$ cat src/rtl/mem_stage_if.sv
// Data-memory request/acknowledge bus between the MEM stage and the data memory.
// The master drives a request that is held stable until the memory acknowledges it.
interface mem_stage_if #(
  parameter int DATA_W = 32
);
  logic              dmem_req;
  logic              dmem_we;
  logic [DATA_W-1:0] dmem_addr;
  logic [DATA_W-1:0] dmem_wdata;
  logic              dmem_ack;
  logic [DATA_W-1:0] dmem_rdata;

  modport master (
    output dmem_req, dmem_we, dmem_addr, dmem_wdata,
    input  dmem_ack, dmem_rdata
  );

  modport slave (
    input  dmem_req, dmem_we, dmem_addr, dmem_wdata,
    output dmem_ack, dmem_rdata
  );
endinterface

$ cat src/rtl/mem_stage.sv
// MEM pipeline stage: EX/MEM register, variable-latency data-memory access with
// bus timeout, and MEM/WB register; also feeds both registers back for forwarding.
module mem_stage #(
  parameter int DATA_W  = 32,
  parameter int TIMEOUT = 15
) (
  input  logic              clk,
  input  logic              rst,
  input  logic              EX_MemtoReg_out,
  input  logic              EX_RegWrite_out,
  input  logic              EX_MemRead_out,
  input  logic              EX_MemWrite_out,
  input  logic [DATA_W-1:0] alu_result,
  input  logic [DATA_W-1:0] write_data,
  input  logic [4:0]        write_reg,
  mem_stage_if.master       dmem,
  output logic              mem_stall,
  output logic              mem_err,
  output logic [DATA_W-1:0] EX_MEM_data,
  output logic              EX_MEM_RegWrite,
  output logic [4:0]        EX_MEM_RegisterRd,
  output logic [DATA_W-1:0] MEM_WB_data,
  output logic              MEM_WB_RegWrite,
  output logic [4:0]        MEM_WB_RegisterRd
);

  typedef enum logic {S_IDLE, S_WAIT} state_t;

  localparam logic [7:0] TIMEOUT_C = 8'(TIMEOUT);

  state_t            state_q, state_d;
  logic [7:0]        cnt_q, cnt_d;
  logic              err_q, err_d;

  logic              m2r_q, m2r_d;
  logic              rw_q, rw_d;
  logic              rd_en_q, rd_en_d;
  logic              wr_en_q, wr_en_d;
  logic [DATA_W-1:0] data_q, data_d;
  logic [DATA_W-1:0] wdata_q, wdata_d;
  logic [4:0]        rd_q, rd_d;

  logic [DATA_W-1:0] wb_data_q, wb_data_d;
  logic              wb_rw_q, wb_rw_d;
  logic [4:0]        wb_rd_q, wb_rd_d;

  logic memop;
  logic acked;
  logic timeout_hit;
  logic stall;
  logic load_abort;

  always_comb begin
    memop       = rd_en_q | wr_en_q;
    acked       = memop & dmem.dmem_ack;
    timeout_hit = memop & (state_q == S_WAIT) & ~dmem.dmem_ack & (cnt_q == TIMEOUT_C);
    stall       = memop & ~dmem.dmem_ack & ~timeout_hit;
    load_abort  = timeout_hit & rd_en_q;
  end

  // Wait counter tracks cycles since the request went out; cleared whenever the access ends.
  always_comb begin
    state_d = state_q;
    cnt_d   = cnt_q;
    err_d   = err_q | timeout_hit;
    case (state_q)
      S_IDLE: begin
        if (memop && !acked) begin
          state_d = S_WAIT;
          cnt_d   = 8'd1;
        end
      end
      S_WAIT: begin
        if (acked || timeout_hit || !memop) begin
          state_d = S_IDLE;
          cnt_d   = 8'd0;
        end else begin
          cnt_d = cnt_q + 8'd1;
        end
      end
      default: begin
        state_d = S_IDLE;
        cnt_d   = 8'd0;
      end
    endcase
  end

  // Both pipeline registers hold while stalled; MEM/WB is deliberately not bubbled.
  always_comb begin
    m2r_d     = m2r_q;
    rw_d      = rw_q;
    rd_en_d   = rd_en_q;
    wr_en_d   = wr_en_q;
    data_d    = data_q;
    wdata_d   = wdata_q;
    rd_d      = rd_q;
    wb_data_d = wb_data_q;
    wb_rw_d   = wb_rw_q;
    wb_rd_d   = wb_rd_q;
    if (!stall) begin
      m2r_d   = EX_MemtoReg_out;
      rw_d    = EX_RegWrite_out;
      rd_en_d = EX_MemRead_out;
      wr_en_d = EX_MemWrite_out;
      data_d  = alu_result;
      wdata_d = write_data;
      rd_d    = write_reg;
      if (acked && m2r_q) begin
        wb_data_d = dmem.dmem_rdata;
      end else if (load_abort) begin
        wb_data_d = '0;
      end else begin
        wb_data_d = data_q;
      end
      wb_rw_d = rw_q & ~load_abort;
      wb_rd_d = rd_q;
    end
  end

  always_ff @(posedge clk or posedge rst) begin
    if (rst) begin
      state_q   <= S_IDLE;
      cnt_q     <= '0;
      err_q     <= 1'b0;
      m2r_q     <= 1'b0;
      rw_q      <= 1'b0;
      rd_en_q   <= 1'b0;
      wr_en_q   <= 1'b0;
      data_q    <= '0;
      wdata_q   <= '0;
      rd_q      <= '0;
      wb_data_q <= '0;
      wb_rw_q   <= 1'b0;
      wb_rd_q   <= '0;
    end else begin
      state_q   <= state_d;
      cnt_q     <= cnt_d;
      err_q     <= err_d;
      m2r_q     <= m2r_d;
      rw_q      <= rw_d;
      rd_en_q   <= rd_en_d;
      wr_en_q   <= wr_en_d;
      data_q    <= data_d;
      wdata_q   <= wdata_d;
      rd_q      <= rd_d;
      wb_data_q <= wb_data_d;
      wb_rw_q   <= wb_rw_d;
      wb_rd_q   <= wb_rd_d;
    end
  end

  // The request ends with the access: the completing edge replaces EX/MEM.
  assign dmem.dmem_req   = memop;
  assign dmem.dmem_we    = wr_en_q;
  assign dmem.dmem_addr  = data_q;
  assign dmem.dmem_wdata = wdata_q;

  assign mem_stall         = stall;
  assign mem_err           = err_q;
  assign EX_MEM_data       = data_q;
  assign EX_MEM_RegWrite   = rw_q;
  assign EX_MEM_RegisterRd = rd_q;
  assign MEM_WB_data       = wb_data_q;
  assign MEM_WB_RegWrite   = wb_rw_q;
  assign MEM_WB_RegisterRd = wb_rd_q;

endmodule

$ cat src/flat_wrapper.sv
// flat-port wrapper written by rule: the top's interface ports become plain ports
module mem_stage_flat 
#(
  parameter int DATA_W  = 32,
  parameter int TIMEOUT = 15
)
  (clk, rst, EX_MemtoReg_out, EX_RegWrite_out, EX_MemRead_out, EX_MemWrite_out, alu_result, write_data, write_reg, mem_stall, mem_err, EX_MEM_data, EX_MEM_RegWrite, EX_MEM_RegisterRd, MEM_WB_data, MEM_WB_RegWrite, MEM_WB_RegisterRd, dmem_dmem_req, dmem_dmem_we, dmem_dmem_addr, dmem_dmem_wdata, dmem_dmem_ack, dmem_dmem_rdata);
  mem_stage_if #(.DATA_W(DATA_W)) dmem_i ();
  input  logic clk;
  input  logic rst;
  input  logic EX_MemtoReg_out;
  input  logic EX_RegWrite_out;
  input  logic EX_MemRead_out;
  input  logic EX_MemWrite_out;
  input  logic [DATA_W-1:0] alu_result;
  input  logic [DATA_W-1:0] write_data;
  input  logic [4:0] write_reg;
  output logic mem_stall;
  output logic mem_err;
  output logic [DATA_W-1:0] EX_MEM_data;
  output logic EX_MEM_RegWrite;
  output logic [4:0] EX_MEM_RegisterRd;
  output logic [DATA_W-1:0] MEM_WB_data;
  output logic MEM_WB_RegWrite;
  output logic [4:0] MEM_WB_RegisterRd;
  output wire logic [$bits(dmem_i.dmem_req)-1:0] dmem_dmem_req;
  output wire logic [$bits(dmem_i.dmem_we)-1:0] dmem_dmem_we;
  output wire logic [$bits(dmem_i.dmem_addr)-1:0] dmem_dmem_addr;
  output wire logic [$bits(dmem_i.dmem_wdata)-1:0] dmem_dmem_wdata;
  input wire logic [$bits(dmem_i.dmem_ack)-1:0] dmem_dmem_ack;
  input wire logic [$bits(dmem_i.dmem_rdata)-1:0] dmem_dmem_rdata;
  assign dmem_dmem_req = dmem_i.dmem_req;
  assign dmem_dmem_we = dmem_i.dmem_we;
  assign dmem_dmem_addr = dmem_i.dmem_addr;
  assign dmem_dmem_wdata = dmem_i.dmem_wdata;
  assign dmem_i.dmem_ack = dmem_dmem_ack;
  assign dmem_i.dmem_rdata = dmem_dmem_rdata;
  mem_stage #(.DATA_W(DATA_W), .TIMEOUT(TIMEOUT)) u_core (.clk(clk), .rst(rst), .EX_MemtoReg_out(EX_MemtoReg_out), .EX_RegWrite_out(EX_RegWrite_out), .EX_MemRead_out(EX_MemRead_out), .EX_MemWrite_out(EX_MemWrite_out), .alu_result(alu_result), .write_data(write_data), .write_reg(write_reg), .dmem(dmem_i), .mem_stall(mem_stall), .mem_err(mem_err), .EX_MEM_data(EX_MEM_data), .EX_MEM_RegWrite(EX_MEM_RegWrite), .EX_MEM_RegisterRd(EX_MEM_RegisterRd), .MEM_WB_data(MEM_WB_data), .MEM_WB_RegWrite(MEM_WB_RegWrite), .MEM_WB_RegisterRd(MEM_WB_RegisterRd));
endmodule
$ cat config.mk
export PLATFORM = sky130hd
export DESIGN_NAME = mem_stage_flat
export DESIGN_NICKNAME = d
export VERILOG_FILES = /design/src/rtl/mem_stage_if.sv /design/src/rtl/mem_stage.sv /design/src/flat_wrapper.sv
export SDC_FILE = /design/constraint.sdc
export NUM_CORES = 1
export LEC_CHECK = 0
export CAP_MARGIN = 20
export CORE_ASPECT_RATIO = 0.9
export CORE_UTILIZATION = 30
export CTS_CLUSTER_DIAMETER = 40
export CTS_CLUSTER_SIZE = 28
export DETAILED_ROUTE_END_ITERATION = 7
export PLACE_DENSITY_LB_ADDON = 0.12
export SYNTH_ARGS = -nofsm -noshare
export SYNTH_HDL_FRONTEND = slang
export SYNTH_SLANG_ARGS = --single-unit
$ cat constraint.sdc
create_clock -name clk -period 6.4 [get_ports clk]
set_clock_uncertainty 0.05 [all_clocks]
set_input_delay 1.6 -clock clk [delete_from_list [all_inputs] [get_ports clk]]
set_output_delay 1.6 -clock clk [all_outputs]
set_load 0.05 [all_outputs]
==> impl_metrics.tcl, run 1 <==
set metrics [dict create \
    synth_cell_types 38 \
    synthesis.instances 404 \
    clkSinkCount 121 \
    most_used_cell_along_the_critical_path "clkdlybuf4s50_1" \
    final_nets 734 \
    cts_inserted_buffers 17 \
    synth_area_leaders "dfrtp_1 55%, mux2_4 17%, a221oi_1 5.1%" \
    clk_latency_ps 410 \
    peakVddDrop_uv 161 \
    synthFlopType "dfrtp_1" \
    initial_utilization_pct 30.8 \
    grt_start_max_net_pins 84 \
    cts_max_level 4 \
    power.density_cell_area_nw_per_um2 363 \
    finalWorstPathRequiredPeriod_ps 5000 \
    synth.largest_area_cell "dfrtp_1" \
    unrepaired_setup_endpoints_after_global_routing "false" \
    count_of_flip_flops_with_a_built_in_enable_after_synthesis 0 \
    grt_use_total_pct 15.5 \
    critPathMaxStageDelay_ps 830 \
    dr_total_vias 3922 \
    status "finished, final reports clean" \
    cpMaxStageDelayCell "clkdlybuf4s50_1" \
    timing_hold_violations_final 0 \
    critical_path.endpoint_type "output port" \
    syn-mean-instance-area_um2 13.5 \
    setup_viol 0 \
    critPathRequiredTime_ps 4750 \
    drt_wl_total_mm 14.4 \
    globalRouteOverflowTotal 0 \
    post-dp-hpwl_mm 9.98 \
    slew_headroom_pct 31.0 \
    number_of_diodes_added_for_antenna_fixing 0 \
    fmax_ghz 0.200 \
    worstHoldPathType "reg -> reg" \
    antenna_found_initial 0 \
    grt_first_pass_wirelength_mm 21.5 \
    fp.dieW_um 144 \
    postSynthRegisterBits 121 \
    cts.clk_slew.worst_paths_ps 50 \
    setup_tns_ps 0 \
    fillers 1597 \
    fraction_of_synthesized_cell_area_taken_by_the_top_area_cell_type_pct 55.5 \
    arrival_ps 3350 \
    rows 46 \
    finalMaxSlewViolations 0 \
    seq_area_frac_synth_pct 55.5 \
    core_area_um2 17700 \
    dr.pass1.iters 4 \
    cts_max_path_buffers 2 \
    number_of_global_route_vias_before_repair 3912 \
    startpoint_type "input pin" \
    cts_hold_buffers 0 \
    leak_pwr_uw 0.00371 \
    share_of_cells_above_drive_strength_1_pct 19.4 \
    worst_slew_pin_slew_ps 1030 \
    detail_route.vias_per_cell 4.47 \
    post_cts_resized 0 \
    port_buffers 251 \
    cts_setup_buffers 0 \
    timing.final.crit_share_pct 78.1 \
    timing.reg2reg.setup_slack_ps 3110 \
    routabilityCongestion 0.731 \
    boundaryPins 252 \
    placedCellCount 846 \
    multi_input_comb_area_um2 1900 \
    stdcell_count 878 \
    synth_area_um2 5460 \
    tritoncts "done" \
    synth-async-reset-ratio_pct 100 \
    die_h_um 130 \
    die_area_um2 18700 \
    setup_ws_ps 1400 \
    drc_errors 0 \
    drt_first_iter_violations 94 \
    synthMostInstantiatedCell "dfrtp_1" \
    critical_path.max_fanout 4 \
    synth_fp_nets 513 \
    cp_cell_sequence "clkdlybuf4s50_1 -> o21ba_2 -> nand2_2 -> inv_6 -> clkdlybuf4s50_1" \
    yosysWarnings 0 \
    timing.setup.critical_path_class "in -> out" \
    synthToLayoutAreaGrowth_pct 56.8 \
    sequential_cell_area_um2 3030 \
    route.antenna.remaining_nets 0 \
    ctsRootBufferMaster "clkbuf_16" \
    maxCapViolCount 0 \
    netlist_top_cells_count "121 x dfrtp_1, 60 x mux2_4, 36 x inv_1" \
    post_drt_wl_per_cell_um 16.4 \
    pre_cts_setup_slack_ps 1390 \
]
power breakdown:
group / internal, uW / total, uW / leakage [uW] / switching, uW
sequential: 884 / 975 / 0.00142 / 90.7
combinational: 440 / 1160 / 0.00200 / 717
clock: 630 / 975 / 0.000288 / 345
routing by layer:
layer / part of all wire [%] / track usage (%) / up-vias
met5: 0 / 0 / -
met4: 1.2 / 5.76 / 0
met3: 12 / 7.93 / 11
met2: 44 / 23.8 / 190
met1: 43 / 18.6 / 1880
li1: - / - / 1841
path summary, 6_finish.rpt:
kind,start,endpoint,depth (start not counted)
setup / recovery,dmem_dmem_ack,mem_stall,5
hold / removal,u_core.mem_err$_DFF_PP0_,u_core.mem_err$_DFF_PP0_,1
setup reg to reg,u_core.state_q$_DFF_PP0_,u_core.MEM_WB_RegisterRd[0]$_DFFE_PP0N_,7
hold reg to reg,u_core.mem_err$_DFF_PP0_,u_core.mem_err$_DFF_PP0_,1
max in group asynchronous,rst,u_core.EX_MEM_data[4]$_DFFE_PP0N_,3
min in group asynchronous,rst,u_core.dmem.dmem_wdata[27]$_DFFE_PP0N_,3
critical path: cells and delay by family:
kind / cells / cell delay, ps
and+or+nand+nor: 1 / 100
buffers and inverters: 3 / 1340
AOI/OAI and AO/OA: 1 / 300
sequential cells by signal, indices dropped and copies added (netlist names), 5 cells and up:
| register | count |
|---|---|
| u_core.EX_MEM_data | 32 |
| u_core.cnt_q | 8 |
| u_core.MEM_WB_RegisterRd | 5 |
| u_core.EX_MEM_RegisterRd | 5 |
| u_core.dmem.dmem_wdata | 32 |
| u_core.MEM_WB_data | 32 |
kinds of logic (layout without fill, tap and decap cells):
group	Yosys count	after routing	synth area share, %
muxes	79	79	20.4
adders and majority gates	1	1	0.229
buffers and inverters	92	326	10.0
DFF	121	121	55.5
AOI/OAI and AO/OA	80	80	10.1
xor gates and xnor gates	4	4	0.642
and+or+nand+nor	27	27	3.05
placed cells by master (no fill, tap or decap), types with 2 or more instances in the layout:
cell type        instances
clkdlybuf4s50_1        251
dfrtp_1                121
mux2_4                  60
inv_1                   35
a21oi_1                 33
a221oi_1                32
mux2_2                  18
clkbuf_16               17
nand2_1                  9
nand3_1                  5
buf_4                    5
o21ai_0                  4
clkinv_2                 4
clkinvlp_4               4
xor2_1                   3
o22ai_1                  3
bufinv_16                3
o21bai_1                 2
and3_1                   2
clkbuf_8                 2
final cells by class:
type | count | area share [%]
flip-flops and latches | 121 | 35.4
well taps | 240 | 3.51
repair buffers | 257 | 30.1
clock inverters | 12 | 1.74
clock buffers | 20 | 5.34
multi-input cells | 191 | 22.2
inverters | 37 | 1.71
metrics by stage:
step | utilization (%) | hold slack (ps) | cell area (um^2) | power, uW
finish | 48.3 | 434 | 8560 | 3110
global route | 48.3 | 467 | 8560 | 3240
CTS | 48.3 | 438 | 8560 | 3150
detailed placement | 44.9 | 423 | 7950 | 2150
global placement | 44.7 | 419 | 7920 | 2140
floorplan | - | 432 | 5460 | 1770
Note: power is estimated with default switching activity, not from simulation.
==> run 2, diff against run 1 <==
==> constraint.sdc (replaced) <==
create_clock -name clk -period 4.8 [get_ports clk]
set_clock_uncertainty 0.05 [all_clocks]
set_input_delay 1.2 -clock clk [delete_from_list [all_inputs] [get_ports clk]]
set_output_delay 1.2 -clock clk [all_outputs]
set_load 0.05 [all_outputs]
==> impl_metrics.tcl, run 2 (synthesis results as in run 1) <==
set metrics [dict create \
    status "finished, final reports clean" \
    fmax_ghz 0.280 \
    critPathTopFamily "buffers and inverters" \
    startpoint_type "input pin" \
    power_switching_uw 1550 \
    leak_pwr_uw 0.00371 \
    dr_total_vias 3906 \
    cts_setup_buffers 0 \
    globalRouteOverflowTotal 0 \
    boundaryPins 252 \
    dr.pass1.iters 4 \
    timing.setup.critical_path_class "in -> out" \
    cpMaxStageDelayCell "clkdlybuf4s50_1" \
    initial_utilization_pct 30.8 \
    crit-reg2reg-capture "u_core.MEM_WB_data[20]$_DFFE_PP0N_" \
    cts_hold_buffers 0 \
    critical_path.max_fanout 4 \
    timing.reg2reg.setup_slack_ps 2220 \
    setup_tns_ps 0 \
    fillers 1582 \
    cp_cell_sequence "clkdlybuf4s50_1 -> o21ba_2 -> nand2_2 -> inv_6 -> buf_4" \
    synthToLayoutAreaGrowth_pct 57.1 \
    number_of_diodes_added_for_antenna_fixing 0 \
    drt_first_iter_violations 178 \
    share_of_cells_above_drive_strength_1_pct 19.6 \
    clkSinkCount 121 \
    tritoncts "done" \
    cts_max_level 4 \
    worstHoldPathType "reg -> reg" \
    p_sw_share_pct 37.0 \
    worst_hold_path.num_cells 1 \
    grt_first_pass_wirelength_mm 21.6 \
    peakVddDrop_uv 194 \
    number_of_global_route_vias_before_repair 3900 \
    setup_viol 0 \
    antenna_found_initial 0 \
    detail_route.vias_per_cell 4.45 \
    clk_latency_ps 410 \
    critPathRequiredTime_ps 3550 \
    die_area_um2 18700 \
    arrival_ps 2320 \
    clockPowerShare_pct 32.1 \
    crit_buf_inv 3 \
    ctsRootBufferMaster "clkbuf_16" \
    maxCapViolCount 0 \
    rows 46 \
    launching_point_of_the_worst_reg2reg_path "u_core.state_q$_DFF_PP0_" \
    die_h_um 130 \
    final_cell_mix "250 x clkdlybuf4s50_1, 121 x dfrtp_1, 60 x mux2_4" \
    final_common_cell "clkdlybuf4s50_1" \
    post-dp-hpwl_mm 9.94 \
    worstSetupStartpoint "dmem_dmem_ack" \
    critical_path.endpoint_type "output port" \
    min_to "u_core.mem_err$_DFF_PP0_" \
    timing.final.crit_share_pct 74.3 \
    timing.hold.worst.start "u_core.mem_err$_DFF_PP0_" \
    port_buffers 251 \
    grt_start_max_net_pins 147 \
    share_seq_of_total_power_pct 31.0 \
    totalPowerFinal_uw 4190 \
    timing_hold_violations_final 0 \
    post_cts_resized 0 \
    power.density_cell_area_nw_per_um2 488 \
    routabilityCongestion 0.755 \
    cellInternalPower_uw 2640 \
    ff2ff_path_depth 7 \
    finalWorstPathRequiredPeriod_ps 3570 \
    core_area_um2 17700 \
    cts.clk_slew.worst_paths_ps 50 \
    fp.dieW_um 144 \
    combinationalPowerShare_pct 36.8 \
    slew_headroom_pct 33.6 \
    drt_wl_total_mm 14.5 \
    post_drt_wl_per_cell_um 16.5 \
    drc_errors 0 \
    final_nets 734 \
    unrepaired_setup_endpoints_after_global_routing "false" \
    critPathMaxStageDelay_ps 450 \
    route.antenna.remaining_nets 0 \
    finalMaxSlewViolations 0 \
    cts_max_path_buffers 2 \
    cts_inserted_buffers 17 \
    worst_slew_pin_slew_ps 996 \
    grt_use_total_pct 15.5 \
]
## run 2: changes by cell type in the layout (fill, tap and decap cells not counted), sizes merged
cell / change
buf: +1
bufinv: +1
clkbuf: -2
clkdlybuf4s50: -1
inv: +1
## run 2: metrics by stage
step	util, %	setup WS, ps	instances	hold slack, ps	cell area, um^2
finish	48.3	1230	878	436	8570
floorplan	-	336	404	432	5460
global route	48.3	1170	878	464	8570
CTS	48.3	1220	878	436	8570
detailed placement	44.8	1220	846	420	7940
global placement	44.8	1230	846	416	7940
## run 2: power groups by stage
stage               clock (uW)  combinational, uW  sequential [uW]
floorplan                    0                527             1830
global placement             0               1550             1310
detailed placement           0               1550             1310
CTS                       1380               1560             1300
global route              1430               1610             1330
finish                    1350               1540             1300
## run 2: final cells by class
cell class / count / area, um^2 / area share (%)
clock buffers: 18 / 429 / 5.01
multi-input cells: 191 / 1900 / 22.2
clock inverters: 14 / 199 / 2.32
well taps: 240 / 300 / 3.50
inverters: 37 / 146 / 1.71
repair buffers: 257 / 2570 / 30.0
flip-flops and latches: 121 / 3030 / 35.3
## run 2: layer usage
layer,GRT usage (%),up-vias,share of wire [%]
li1,-,1836,-
met1,19.0,1865,43
met2,23.5,191,44
met3,7.63,14,12
met4,5.45,0,1.3
met5,0,-,0
## run 2: worst max-delay path by stage
stage / to / slack [ps] / cells past startpoint
after CTS: mem_stall / 1220 / 5
after global placement: mem_stall / 1230 / 5
after floorplan: u_core.EX_MEM_RegWrite$_DFFE_PP0N_ / 340 / 1
after global routing: mem_stall / 1170 / 5
after detailed placement: mem_stall / 1220 / 5
final: mem_stall / 1230 / 5
